$ cat config.mk
export PLATFORM = sky130hd
export DESIGN_NAME = magnetron_power_ctrl_flat
export DESIGN_NICKNAME = d
export VERILOG_FILES = /design/src/rtl/magnetron_power_ctrl_if.sv /design/src/rtl/magnetron_power_ctrl.sv /design/src/flat_wrapper.sv
export SDC_FILE = /design/constraint.sdc
export NUM_CORES = 1
export LEC_CHECK = 0
export BUFFER_PORTS_ARGS = -buffer_cell sky130_fd_sc_hd__buf_4
export CAP_MARGIN = 10
export CELL_PAD_IN_SITES_DETAIL_PLACEMENT = 1
export CELL_PAD_IN_SITES_GLOBAL_PLACEMENT = 1
export CORE_MARGIN = 1
export CORE_UTILIZATION = 40
export CTS_CLUSTER_DIAMETER = 80
export DETAILED_ROUTE_END_ITERATION = 8
export HOLD_SLACK_MARGIN = 0.15
export PLACE_DENSITY = 0.83
export SLEW_MARGIN = 0
export SYNTH_ARGS = -nofsm -noshare
export SYNTH_HDL_FRONTEND = slang
export SYNTH_SLANG_ARGS = --single-unit
$ cat constraint.sdc
create_clock -name clk -period 3.5 [get_ports clk]
set_input_delay 0.7 -clock clk [delete_from_list [all_inputs] [get_ports clk]]
set_output_delay 0.7 -clock clk [all_outputs]
set_load 0.05 [all_outputs]
$ cat src/rtl/magnetron_power_ctrl_if.sv
// Control/status bundle between the oven front panel and the magnetron power controller.
// The master drives the requests; the slave (controller) returns drive and state.
interface magnetron_power_ctrl_if #(
  parameter int unsigned LEVEL_W = 4
);
  logic               startn;
  logic               stopn;
  logic               clearn;
  logic               door_closed;
  logic               timer_done;
  logic               tick;
  logic [LEVEL_W-1:0] power_level;
  logic               mag_on;
  logic [1:0]         state;
  logic               done;

  modport master (
    output startn, stopn, clearn, door_closed, timer_done, tick, power_level,
    input  mag_on, state, done
  );

  modport slave (
    input  startn, stopn, clearn, door_closed, timer_done, tick, power_level,
    output mag_on, state, done
  );
endinterface

$ cat src/rtl/magnetron_power_ctrl.sv
// Microwave magnetron controller: IDLE/COOK/PAUSE/DONE sequencing plus a tick-driven
// duty cycle whose on-time is the power level latched on each entry into COOK.
module magnetron_power_ctrl #(
  parameter int unsigned LEVEL_W   = 4,
  parameter int unsigned MAX_LEVEL = 10
) (
  input logic                    clk,
  input logic                    rst,
  magnetron_power_ctrl_if.slave  bus
);

  typedef enum logic [1:0] {
    StIdle  = 2'b00,
    StCook  = 2'b01,
    StPause = 2'b10,
    StDone  = 2'b11
  } state_e;

  localparam logic [LEVEL_W-1:0] MaxLvl  = LEVEL_W'(MAX_LEVEL);
  localparam logic [LEVEL_W-1:0] One     = LEVEL_W'(1);
  localparam logic [LEVEL_W-1:0] LastCnt = MaxLvl - One;

  state_e             state_q, state_d;
  logic [LEVEL_W-1:0] lvl_q, lvl_d;
  logic [LEVEL_W-1:0] cnt_q, cnt_d;
  logic               mag_on_q;
  logic               done_q;
  logic               start_ok;

  assign start_ok = !bus.startn && bus.stopn && bus.clearn && bus.door_closed &&
                    !bus.timer_done;

  // Each branch follows the request priority clear > stop > door > timer > start.
  always_comb begin
    state_d = state_q;
    unique case (state_q)
      StIdle: begin
        if (start_ok) state_d = StCook;
      end
      StCook: begin
        if (!bus.clearn)                         state_d = StIdle;
        else if (!bus.stopn || !bus.door_closed) state_d = StPause;
        else if (bus.timer_done)                 state_d = StDone;
      end
      StPause: begin
        // An open door only blocks resuming; it never masks clear or timer expiry.
        if (!bus.clearn)          state_d = StIdle;
        else if (!bus.stopn)      state_d = StPause;
        else if (bus.timer_done)  state_d = StDone;
        else if (start_ok)        state_d = StCook;
      end
      StDone: begin
        if (!bus.clearn || !bus.door_closed) state_d = StIdle;
      end
    endcase
  end

  always_comb begin
    lvl_d = lvl_q;
    cnt_d = cnt_q;
    if (state_d == StCook && state_q != StCook) begin
      lvl_d = (bus.power_level > MaxLvl) ? MaxLvl : bus.power_level;
      cnt_d = '0;
    end else if (state_q == StCook && state_d == StCook && bus.tick) begin
      cnt_d = (cnt_q == LastCnt) ? '0 : cnt_q + One;
    end
  end

  always_ff @(posedge clk) begin
    if (rst) begin
      state_q  <= StIdle;
      lvl_q    <= '0;
      cnt_q    <= '0;
      mag_on_q <= 1'b0;
      done_q   <= 1'b0;
    end else begin
      state_q  <= state_d;
      lvl_q    <= lvl_d;
      cnt_q    <= cnt_d;
      mag_on_q <= (state_d == StCook) && (cnt_d < lvl_d);
      done_q   <= (state_d == StDone);
    end
  end

  // Door interlock acts combinationally so drive drops in the cycle the door opens.
  assign bus.mag_on = mag_on_q & bus.door_closed;
  assign bus.state  = state_q;
  assign bus.done   = done_q;

endmodule

$ cat src/flat_wrapper.sv
// flat-port wrapper written by rule: the top's interface ports become plain ports
module magnetron_power_ctrl_flat 
#(
  parameter int unsigned LEVEL_W   = 4,
  parameter int unsigned MAX_LEVEL = 10
)
  (clk, rst, bus_startn, bus_stopn, bus_clearn, bus_door_closed, bus_timer_done, bus_tick, bus_power_level, bus_mag_on, bus_state, bus_done);
  magnetron_power_ctrl_if #(.LEVEL_W(LEVEL_W)) bus_i ();
  input logic clk;
  input logic rst;
  input wire logic [$bits(bus_i.startn)-1:0] bus_startn;
  input wire logic [$bits(bus_i.stopn)-1:0] bus_stopn;
  input wire logic [$bits(bus_i.clearn)-1:0] bus_clearn;
  input wire logic [$bits(bus_i.door_closed)-1:0] bus_door_closed;
  input wire logic [$bits(bus_i.timer_done)-1:0] bus_timer_done;
  input wire logic [$bits(bus_i.tick)-1:0] bus_tick;
  input wire logic [$bits(bus_i.power_level)-1:0] bus_power_level;
  output wire logic [$bits(bus_i.mag_on)-1:0] bus_mag_on;
  output wire logic [$bits(bus_i.state)-1:0] bus_state;
  output wire logic [$bits(bus_i.done)-1:0] bus_done;
  assign bus_i.startn = bus_startn;
  assign bus_i.stopn = bus_stopn;
  assign bus_i.clearn = bus_clearn;
  assign bus_i.door_closed = bus_door_closed;
  assign bus_i.timer_done = bus_timer_done;
  assign bus_i.tick = bus_tick;
  assign bus_i.power_level = bus_power_level;
  assign bus_mag_on = bus_i.mag_on;
  assign bus_state = bus_i.state;
  assign bus_done = bus_i.done;
  magnetron_power_ctrl #(.LEVEL_W(LEVEL_W), .MAX_LEVEL(MAX_LEVEL)) u_core (.clk(clk), .rst(rst), .bus(bus_i));
endmodule
# Word level (Yosys, flattened, before mapping)
# Cells that the tools add are included.
classes:
  bitwise: 1
  add_sub_neg: 1
  mux: 14
  n_lt_le_gt_ge: 2
  n_reduce_logical: 16
  n_eq_ne: 7
ops:
  columns: ["cell", "n"]
  rows:
  - ["2-to-1 mux 4 bit", 5]
  - ["2-to-1 mux 2 bit", 8]
  - ["logical AND 1 bit", 8]
  - ["case mux 2 bit (4 select lines)", 1]
  - ["equality test 2 bit (second input constant)", 3]
  - ["zero test 1 bit", 5]
  - ["adder 4 x 1 -> 4 bit (second input constant)", 1]
  - ["equality test 2 x 1 -> 1 bit (second input constant)", 2]
  - ["equality test 4 bit (second input constant)", 1]
  - ["greater-than comparator 4 bit (second input constant)", 1]
  - ["< comparator 4 bit", 1]
  - ["zero test 2 bit", 1]
  - ["logical OR 1 bit", 2]
  - ["inequality test 2 x 1 -> 1 bit (second input constant)", 1]
  - ["bitwise AND 1 bit", 1]
word_totals:
  elab_cells: 46
  out_inout_bits: 4
  ff_bits: 12
  input_bits: 12

# Depth between registers and ports, before layout
logic_depth:
  ltp_word: 17
  ltp_mapped: 12
  ltp_nobuf: 11

# Worst setup path after synthesis
# Ideal clock, no wire load.
synth_path:
  kind: "input to register"
  from: "input port bus_timer_done"
  to: "register u_core.mag_on_q"
  n_path_buf: 0
  cell_stages: 10
  t_arrival_ns: 2.813
  t_required_ns: 3.423
  setup_slack_ns: 0.611
  setup_ns: 0.077
  cell_sequence: "and2b_1 -> and3b_1 -> o211ai_1 -> a21oi_4 -> mux2i_1 -> ha_1 -> a21oi_1 -> nor2b_1 -> or4_4 -> a41oi_2"
synth_between:
  elab_chain_cells: 14
  elab_cells_between_ends: 19
  classes_between: "order compare (1); eq/ne (1); mux (11); reduce/logical (6)"
synth_lines:
  columns: ["item", "line_no", "rtl"]
  rows:
  - ["start: declaration", "flat_wrapper.sv:15", "input wire logic [$bits(bus_i.timer_done)-1:0] bus_timer_done;"]
  - ["zero test 1 bit", "magnetron_power_ctrl.sv:31", "!bus.timer_done;"]
  - ["logical AND 1 bit", "magnetron_power_ctrl.sv:30", "assign start_ok = !bus.startn && bus.stopn && bus.clearn && bus.door_closed &&"]
  - ["2-to-1 mux 2 bit", "magnetron_power_ctrl.sv:38, magnetron_power_ctrl.sv:50", null]
  - ["2-to-1 mux 2 bit", "magnetron_power_ctrl.sv:49", "else if (bus.timer_done) state_d = StDone;"]
  - ["2-to-1 mux 2 bit", "magnetron_power_ctrl.sv:48", "else if (!bus.stopn) state_d = StPause;"]
  - ["2-to-1 mux 2 bit", "magnetron_power_ctrl.sv:47", "if (!bus.clearn) state_d = StIdle;"]
  - ["case mux 2 bit (4 select lines) *", "magnetron_power_ctrl.sv:36", "unique case (state_q)"]
  - ["equality test 2 x 1 -> 1 bit *", "magnetron_power_ctrl.sv:61, magnetron_power_ctrl.sv:64, magnetron_power_ctrl.sv:80", null]
  - ["logical AND 1 bit (2 in a row)", "magnetron_power_ctrl.sv:64", "end else if (state_q == StCook && state_d == StCook && bus.tick) begin"]
  - ["2-to-1 mux 4 bit", "magnetron_power_ctrl.sv:64", null]
  - ["2-to-1 mux 4 bit", "magnetron_power_ctrl.sv:61", "if (state_d == StCook && state_q != StCook) begin"]
  - ["< comparator 4 bit", "magnetron_power_ctrl.sv:80", "mag_on_q <= (state_d == StCook) && (cnt_d < lvl_d);"]
  - ["logical AND 1 bit *", "magnetron_power_ctrl.sv:80", null]
  - ["end signal: assignment", "magnetron_power_ctrl.sv:80", null]
  - ["end: declaration", "magnetron_power_ctrl.sv:26", "logic mag_on_q;"]
# Mark *: on every way between the ends. The rest lies on a longest branch, timed or not.
# A chain may end at the register's enable or synchronous reset.

# Final worst setup path
layout_path:
  from: "register u_core.state_q[1], in the netlist u_core.bus.state[1]"
  to: "register u_core.mag_on_q"
layout_between:
  elab_chain_cells: 12
  elab_cells_between_ends: 23
  classes_between: "order compare (1); eq/ne (5); mux (12); reduce/logical (5)"
layout_lines:
  columns: ["item", "line_no", "rtl"]
  rows:
  - ["start: declaration", "magnetron_power_ctrl.sv:23", "state_e state_q, state_d;"]
  - ["start signal: assignment", "magnetron_power_ctrl.sv:71", "state_q <= StIdle;"]
  - ["start signal: assignment", "magnetron_power_ctrl.sv:77", "state_q <= state_d;"]
  - ["2-to-1 mux 2 bit", "magnetron_power_ctrl.sv:38, magnetron_power_ctrl.sv:50", null]
  - ["2-to-1 mux 2 bit", "magnetron_power_ctrl.sv:49", null]
  - ["2-to-1 mux 2 bit", "magnetron_power_ctrl.sv:48", null]
  - ["2-to-1 mux 2 bit", "magnetron_power_ctrl.sv:47", null]
  - ["case mux 2 bit (4 select lines)", "magnetron_power_ctrl.sv:36", null]
  - ["equality test 2 x 1 -> 1 bit", "magnetron_power_ctrl.sv:61, magnetron_power_ctrl.sv:64, magnetron_power_ctrl.sv:80", null]
  - ["logical AND 1 bit (2 in a row)", "magnetron_power_ctrl.sv:64", null]
  - ["2-to-1 mux 4 bit", "magnetron_power_ctrl.sv:64", null]
  - ["2-to-1 mux 4 bit", "magnetron_power_ctrl.sv:61", null]
  - ["< comparator 4 bit", "magnetron_power_ctrl.sv:80", null]
  - ["logical AND 1 bit *", "magnetron_power_ctrl.sv:80", null]
# Marks and branches as above.

==> results.json <==
{
  "initial_cell_density_of_the_core": 0.429,
  "cts_tree": "built",
  "antenna_violating_nets_post_route": 0,
  "max_slew.worst_pin.slew_ns": 0.433,
  "grt_antenna_before_repair": 0,
  "detailedRoute.firstIterationViolations": 4,
  "clk_transition_reported_paths_ns": 0.07,
  "yosys_warnings": 0,
  "worst_hold_path.num_cells": 2,
  "row_count": 16,
  "die-width_microns": 48.1,
  "layout_min_cycle_time_ns": 2.98,
  "syn_nets": 111,
  "drc": 0,
  "maxSlewHeadroom": 0.710,
  "max_freq_mhz": 336,
  "final_cell_mix": "buf_4 (15), dfxtp_1 (12), nor2_1 (9)",
  "ys_types": 44,
  "routed_wire_length_mm": 2.12,
  "grt_use_total": 0.209,
  "antennaDiodeCount": 0,
  "worstHoldEndpoint": "u_core.lvl_q[3]",
  "grt_first_pass_wirelength_mm": 3.31,
  "cts_htree_levels": 1,
  "final-hold-violation-count": 0,
  "switchingPower_w": 0.0000669,
  "overflow": 0,
  "drtPass1Iterations": 4,
  "use_met3": 0.0222,
  "setup.worst_path.start_class": "flop",
  "mapped_area_sq_um": 851,
  "internal_power_w": 0.000216,
  "power.share.clock": 0.397,
  "worstReg2RegStart": "u_core.bus.state[1]",
  "hold_path_startpoint": "u_core.lvl_q[3]",
  "post-dp-hpwl_mm": 1.72,
  "syn2layout_area_growth_pct": 18.8,
  "grt_max_degree": 13,
  "finalWorstSetupSlack_ns": 0.521,
  "cts-hold-fix-buffers": 0,
  "status": "finished clean",
  "total_number_of_vias": 779,
  "post_cts_resized": 0,
  "totalNegativeSetupSlack_ns": 0,
  "global_route.usage.met1": 0.238,
  "pin_count": 16,
  "synth-seq-cells": 12,
  "grt_pass1_vias": 769,
  "comb_power_share": 0.116,
  "finalClockSkew_ns": 0.000897,
  "setup_viol_count_final": 0,
  "slew_violations": 0,
  "worstPathRequired_ns": 3.71,
  "yosysTopAreaCell": "dfxtp_1",
  "synth_seq_area_share": 0.282,
  "critical_path_peak_fanout": 12,
  "share_of_cells_above_drive_strength_1": 0.277,
  "power.switching_fraction": 0.237,
  "final_common_cell": "buf_4",
  "pwr-share-seq": 0.488,
  "global_route.peak_usage_layer": "met2",
  "cts.path.max_buffers": 2,
  "wire_per_inst_microns": 15.2,
  "layout.nets": 128,
  "die_height_microns": 48.1,
  "powerDensity_mw_per_mm2": 280,
  "timing.critical_path.arrival_ns": 3.19,
  "setup.reg_to_reg.worst_slack_ns": 0.52,
  "dp_cells": 135,
  "synth.area.top_cells": "dfxtp_1 (28%), mux2i_1 (7.1%), ha_1 (4.4%), o211ai_1 (4.4%), nor2_1 (4.0%)",
  "path_category_of_the_worst_min_delay_check": "flop to flop",
  "clock_latency_on_the_worst_skew_pair_ns": 0.28,
  "grt_setup_unrepaired": "false",
  "criticalPathCategory": "flop to flop",
  "tritoncts.num_buffers": 3,
  "worst_r2r_path_depth": 10,
  "timing.hold.ws_ns": 0.506,
  "yosys.area.top_type_share": 0.282,
  "timing.rr.end": "u_core.mag_on_q",
  "cts.sinks": 12,
  "vias_per_cell": 5.60,
  "postSynthAreaPerCell_sq_um": 8.86,
  "grtUsageMet2": 0.386,
  "power.static_leakage_nw": 0.382,
  "port_buffers": 15,
  "cp-end-kind": "flop",
  "power.ir.vdd_worst_mv": 0.191,
  "total_die_area_sq_mm": 0.00232,
  "utilization": 0.510,
  "gp_congestion": 0.813,
  "cts_root_buf": "clkbuf_4",
  "postSynthCellCount": 96,
  "post-cts-setup-buffers": 0,
  "place_ws_ns": 0.220,
  "floorplan.core_area_sq_mm": 0.00198,
  "final_cell_count_no_fill": 139,
  "max_cap_violations": 0,
  "fillerInstances": 230,
  "post-route-period-util": 0.851
}
synthesized netlist by cell type (all sizes together):
master    n
o21ai     6
a21oi     5
a311oi    1
nor3      4
o31ai     1
a21o      2
a2bb2oi   1
or2b      1
and3      1
or3       1
o211a     1
or4       1
dfxtp    12
clkbuf    1
a31oi     2
o221ai    1
buf       2
nor3b     1
xnor2     1
nand3b    2
mux2i     6
a311o     1
and3b     2
a41oi     1
nand4     1
and2b     1
nand2b    1
o21ba     1
inv       3
o211ai    5
and2      1
ha        3
nand3     2
nor2     10
nor2b     3
nand2     7
a211oi    1
power by group through the flow:
stage,Combinational [W],Clock (W),Sequential [W]
2_1_floorplan,0.0000161,0,0.000142
3_3_place_gp,0.0000319,0,0.000141
3_5_place_dp,0.0000329,0,0.000141
4_1_cts,0.0000331,0.000115,0.000138
5_1_grt,0.0000362,0.000120,0.000138
6_report,0.0000327,0.000112,0.000138
state kept, by name, summed over array words and instances, names as in the netlist:
name and flops:
u_core.bus.done 1, u_core.bus.state 2, u_core.cnt_q 4, u_core.lvl_q 4
u_core.mag_on_q 1
how the worst max path moves through the flow:
stage | cells past startpoint | slack (ns) | startpoint | endpoint
finish | 10 | 0.52 | u_core.bus.state[1] | u_core.mag_on_q
floorplan | 10 | 0.61 | bus_timer_done | u_core.mag_on_q
global placement | 11 | 0.39 | bus_door_closed | u_core.mag_on_q
detailed placement | 11 | 0.22 | bus_timer_done | u_core.mag_on_q
CTS | 10 | 0.46 | u_core.bus.state[1] | u_core.mag_on_q
global route | 10 | 0.32 | u_core.bus.state[1] | u_core.mag_on_q
critical path: stages (launching register included):
cell and delay (ns):
dfxtp_1 0.54, or2b_1 0.28, o21ai_2 0.16, o211ai_1 0.20, a21oi_4 0.35, mux2i_1 0.29
ha_1 0.29, a21oi_1 0.17, nor2b_1 0.06, or4_4 0.41, a41oi_2 0.15
final cells by class:
| class | count | area [sq um] | share of cell area |
|---|---|---|---|
| inverter | 3 | 11.3 | 0.0111 |
| clock buffer | 4 | 36.3 | 0.0359 |
| sequential | 12 | 240 | 0.238 |
| tap | 27 | 33.8 | 0.0334 |
| multi-input combinational | 78 | 577 | 0.571 |
| timing repair buffer | 15 | 113 | 0.111 |
layer usage:
| layer | vias to the layer above | share of wire |
|---|---|---|
| li1 | 393 | - |
| met1 | 370 | 0.45 |
| met2 | 11 | 0.50 |
| met3 | 5 | 0.019 |
| met4 | 0 | 0.023 |
| met5 | - | 0 |
kinds of logic after synthesis:
kind of cell / count (synthesis) / share of synthesized area
buffers and inverters: 6 / 0.0397
AOI/OAI and AO/OA: 29 / 0.294
DFF: 12 / 0.282
adders and majority gates: 3 / 0.0441
muxes: 6 / 0.0706
xor gates and xnor gates: 1 / 0.0103
and+or+nand+nor: 39 / 0.259
per-stage QoR:
stage,instance area (sq um),power [W]
floorplan,851,0.000158
global placement,975,0.000173
detailed placement,975,0.000174
CTS,1010,0.000286
global route,1010,0.000294
finish,1010,0.000283
Power figures use the tool's default switching activity.
